**src/rtl/rptr_handler_fwft.sv**
```systemverilog
// rptr_handler_fwft
//   Read-side pointer handler for the async FIFO, clocked by rclk.
//   Keeps the binary/Gray read pointers and detects empty against the
//   synchronised Gray write pointer. It drives the memory read port and
//   presents the head word first-word-fall-through from the memory's
//   registered output. It also reports fill level, almost-empty and a
//   sticky underflow flag.
//
// Ports
//   rclk, rrst_n   read clock, asynchronous active-low reset
//   r_en           consumer pop (honoured only while rd_valid)
//   g_wptr_sync    Gray write pointer, already synchronised into rclk
//   b_rptr/g_rptr  binary / Gray read pointers (registered)
//   mem_raddr      memory read address
//   mem_re         memory read enable (memory registers its output on it)
//   mem_rdata      registered memory output
//   rd_data        FWFT head word, meaningful while rd_valid
//   rd_valid       head word present; empty is its inverse
//   fill_level     words available to the reader (registered, one cycle late)
//   almost_empty   fill_level <= AE_LEVEL (registered with fill_level)
//   underflow      sticky, set by r_en while no head word is present
module rptr_handler_fwft #(
    parameter int PTR_WIDTH  = 3,
    parameter int DATA_WIDTH = 8,
    parameter int AE_LEVEL   = 1
) (
    input  logic                  rclk,
    input  logic                  rrst_n,
    input  logic                  r_en,
    input  logic [PTR_WIDTH:0]    g_wptr_sync,
    output logic [PTR_WIDTH:0]    b_rptr,
    output logic [PTR_WIDTH:0]    g_rptr,
    output logic [PTR_WIDTH-1:0]  mem_raddr,
    output logic                  mem_re,
    input  logic [DATA_WIDTH-1:0] mem_rdata,
    output logic [DATA_WIDTH-1:0] rd_data,
    output logic                  rd_valid,
    output logic                  empty,
    output logic [PTR_WIDTH+1:0]  fill_level,
    output logic                  almost_empty,
    output logic                  underflow
);

    localparam logic [PTR_WIDTH+1:0] AE_THRESH = AE_LEVEL[PTR_WIDTH+1:0];

    logic                 ptr_empty;
    logic                 pop;
    logic [PTR_WIDTH:0]   b_next;
    logic [PTR_WIDTH:0]   b_wptr;
    logic [PTR_WIDTH:0]   diff;
    logic [PTR_WIDTH+1:0] fill_next;
    logic                 ae_next;

    // ptr_empty means nothing is left in memory beyond the head word.
    assign ptr_empty = (g_rptr == g_wptr_sync);
    assign pop       = r_en & rd_valid;
    // Refill the output stage when it is empty or being drained this cycle.
    assign mem_re    = !ptr_empty & (!rd_valid | pop);
    assign b_next    = b_rptr + {{PTR_WIDTH{1'b0}}, 1'b1};
    assign mem_raddr = b_rptr[PTR_WIDTH-1:0];
    assign rd_data   = mem_rdata;
    assign empty     = !rd_valid;

    // Gray to binary: each binary bit is the XOR of all Gray bits at or above it.
    always_comb begin
        b_wptr = '0;
        for (int unsigned i = 0; i <= PTR_WIDTH; i++) begin
            b_wptr[i] = ^(g_wptr_sync >> i);
        end
    end

    // The head word has already left memory, so it is added on top of the
    // pointer difference; the range therefore reaches 2**PTR_WIDTH + 1.
    always_comb begin
        diff      = b_wptr - b_rptr;
        fill_next = {1'b0, diff} + {{(PTR_WIDTH+1){1'b0}}, rd_valid};
        ae_next   = (fill_next <= AE_THRESH);
    end

    always_ff @(posedge rclk or negedge rrst_n) begin
        if (!rrst_n) begin
            b_rptr       <= '0;
            g_rptr       <= '0;
            rd_valid     <= 1'b0;
            fill_level   <= '0;
            almost_empty <= 1'b1;
            underflow    <= 1'b0;
        end else begin
            if (mem_re) begin
                b_rptr <= b_next;
                g_rptr <= (b_next >> 1) ^ b_next;
            end

            if (mem_re) begin
                rd_valid <= 1'b1;
            end else if (pop) begin
                rd_valid <= 1'b0;
            end

            fill_level   <= fill_next;
            almost_empty <= ae_next;

            if (r_en && !rd_valid) begin
                underflow <= 1'b1;
            end
        end
    end

endmodule

```
**config.mk**
```make
export PLATFORM = sky130hd
export DESIGN_NAME = rptr_handler_fwft
export DESIGN_NICKNAME = d
export VERILOG_FILES = /design/src/rtl/rptr_handler_fwft.sv
export SDC_FILE = /design/constraint.sdc
export NUM_CORES = 1
export LEC_CHECK = 0
export ABC_AREA = 1
export CORE_AREA = 3 3 63 65
export CTS_CLUSTER_DIAMETER = 200
export DETAILED_ROUTE_END_ITERATION = 7
export DIE_AREA = 0 0 66 68
export RECOVER_POWER = 50
export SETUP_SLACK_MARGIN = 0.5
export SLEW_MARGIN = 20
export SYNTH_ARGS = -nofsm -noshare
export SYNTH_HDL_FRONTEND = slang
export SYNTH_SLANG_ARGS = --single-unit
```
**constraint.sdc**
```tcl
create_clock -name rclk -period 2.56 [get_ports rclk]
set_input_delay 0.512 -clock rclk [delete_from_list [all_inputs] [get_ports rclk]]
set_output_delay 0.512 -clock rclk [all_outputs]
set_load 0.005 [all_outputs]
```
==> run metrics <==
die height=68 um; Post-Synthesis Cells=132; Placement Rows=21; Hold WC Path Type=flop to flop; post-layout min period=2.257 ns; P per Cell Area=1195 nW/um^2; CTS root buf=clkbuf_4; syn avg cell area=7.953 um^2; GRT Util Overall=11.64%; largest net degree at the start of global routing=16; most common cell after layout, fill and taps aside=nand2_1; Ant. Diodes=0; Final Skew=0.009341 ns; fin worst setup slack=0.3027 ns; Core Util, Final=43.37%; Die Span X=66 um; crit share post-route=88.18%; GRT overflow=0; depth of the CTS H-tree=1; first-pass GRT wire length=3926 um; routability cong.=0.7721; Starting Density=30.97%; #FFs+latches synth=15; Initial DRT Pass Iterations=4; post-synth net total=154; post-route ant nets=0; number of global-route vias before repair=888; relative slew slack=52.96%; Sw Ratio=42.09%; WP data required=2.05 ns; Reg area=379.1 um^2; Fin. Hold Viols=0; Setup WS pre-CTS=-0.1977 ns; Final Slew Violations=0; top cell type's share of synthesized area=33.37%; Max Cap Viol=0; Die ar.=4488 um^2; critical-path maximum fanout=2; PortBufs=27; RSZ-0062 raised after global routing=yes; CTS clk-pin slew, worst paths=0.10 ns; FMAX=0.4430 GHz; share of layout cells above drive strength 1=26.38%; CP arrival=1.75 ns; combinational power share=66.3%; Top Ports=44; DR vias/cell=4.545; fillcell total=340; Net Sw Power=0.0007396 W; Bufs on Longest Clock Path=2; area grow syn2layout=40.05%; 1st-iter DRT viols=31; Seq/Total Area, Yosys=35.88%; Worst Tran Pin Value=0.7032 ns; WL/cell=11.30 um; sequential share of power=25.7%; Hold Slack=0.4612 ns; Mapped Area=1050 um^2; Int Pwr=0.001018 W; Clock Latency Late Sink=0.30 ns; final WL=2362 um; startpoint class of the critical path=input pin; core area=3390 um^2; synth unique cells=23; CP Class=input pin to output pin; total power=0.001757 W; via count=950; antenna violations before repair=0; DP HPWL=1750 um; Peak supply drop=0.6593 mV; most frequent cells in the layout=nand2_1, clkdlybuf4s50_1, inv_1, nand3_1, dfrtp_1; Leak Pwr=0.7203 nW; Synth area leader=dfrtp_1; Yosys warnings=0; Net count, final=186; Num CTS Buffers=3; Setup Viol. Count Final=0; Multi-input gate area=568.0 um^2; largest cells by area after synthesis=dfrtp_1, nand2_1, buf_4, ha_1, nand3_1; outcome=complete, no violations; drt drc=0; Critical Path End Type=output pin; Num Clock Sinks=15; CTS tree=yes; Clock Power Share=8.1%
layout make-up:
cell class              instances  area share, %
repair buffers                 40          25.19
clock inverters                 1         0.3404
inverters                      18          4.596
clock buffers                   3          1.532
multi-input cells              86          38.64
well taps                      46          3.915
flip-flops and latches         15          25.79
repair_timing:
| item | 4_1_cts | 5_1_grt |
|---|---|---|
| setup buffers | 0 | 5 |
| pin swaps | 3 | 8 |
| hold buffers | 0 | 0 |
| endpoints found under the setup margin | 6 | 3 |
| resized for setup | 23 | 16 |
metal layers:
metal / wire length [um] / vias up / global-route usage (%)
li1: - / 453 / -
met1: 930 / 456 / 12.94
met2: 1240 / 33 / 20.65
met3: 160 / 8 / 4.269
met4: 30 / 0 / 3.807
met5: 0 / - / 0
cell usage after synthesis, drive strengths merged:
library cell and count:
or2 1, nand3 14, dfrtp 14, fa 1
buf 13, dfstp 1, xnor2 4, xor2 5
nor2 4, a21o 1, nand4 1, ha 6
a21oi 3, and2 1, inv 18, nand2 45
critical path: stages:
cell	delay, ns
dlygate4sd3_1	0.55
or2_0	0.32
nand2_8	0.12
inv_1	0.04
clkdlybuf4s15_2	0.20
kinds of logic (layout without fill, tap and decap cells):
logic type | count (synthesis) | after routing | synth area share, %
AOI/OAI and AO/OA | 4 | 4 | 2.145
DFF | 15 | 15 | 35.88
buffers and inverters | 31 | 62 | 15.50
xor gates and xnor gates | 9 | 9 | 7.508
adders and majority gates | 7 | 7 | 9.058
and+or+nand+nor | 66 | 66 | 29.92
power by group through the flow:
stage / Combinational, W / Sequential [W] / Clock [W]
2_1_floorplan: 0.000654 / 0.000443 / 0
3_3_place_gp: 0.00102 / 0.000453 / 0
3_5_place_dp: 0.00104 / 0.000456 / 0
4_1_cts: 0.00105 / 0.000455 / 0.000149
5_1_grt: 0.00132 / 0.000470 / 0.000159
6_report: 0.00117 / 0.000451 / 0.000141
worst paths after layout:
check,start,cells past startpoint,slack (ns),endpoint
worst max-delay path,r_en,5,0.30,mem_re
worst min-delay path,underflow$_DFFE_PN0P_,1,0.46,underflow$_DFFE_PN0P_
worst max register to register,b_rptr[0]$_DFFE_PN0P_,8,0.62,fill_level[2]$_DFF_PN0_
worst min register to register,underflow$_DFFE_PN0P_,1,0.46,underflow$_DFFE_PN0P_
max in group asynchronous,rrst_n,1,1.38,b_rptr[0]$_DFFE_PN0P_
min in group asynchronous,rrst_n,1,0.69,g_rptr[0]$_DFFE_PN0P_
state kept, by name, summed over array words and instances, names as in the netlist:
register	count
g_rptr	3
underflow	1
almost_empty	1
rd_valid	1
b_rptr	4
fill_level	5
through the flow:
step	setup TNS, ns	std cells	instance area (um^2)
floorplan	0	132	1076
global placement	-0.5646	200	1369
detailed placement	-0.7342	200	1369
CTS	0	204	1405
global route	0	209	1470
finish	0	209	1470
Power figures use the tool's default switching activity.
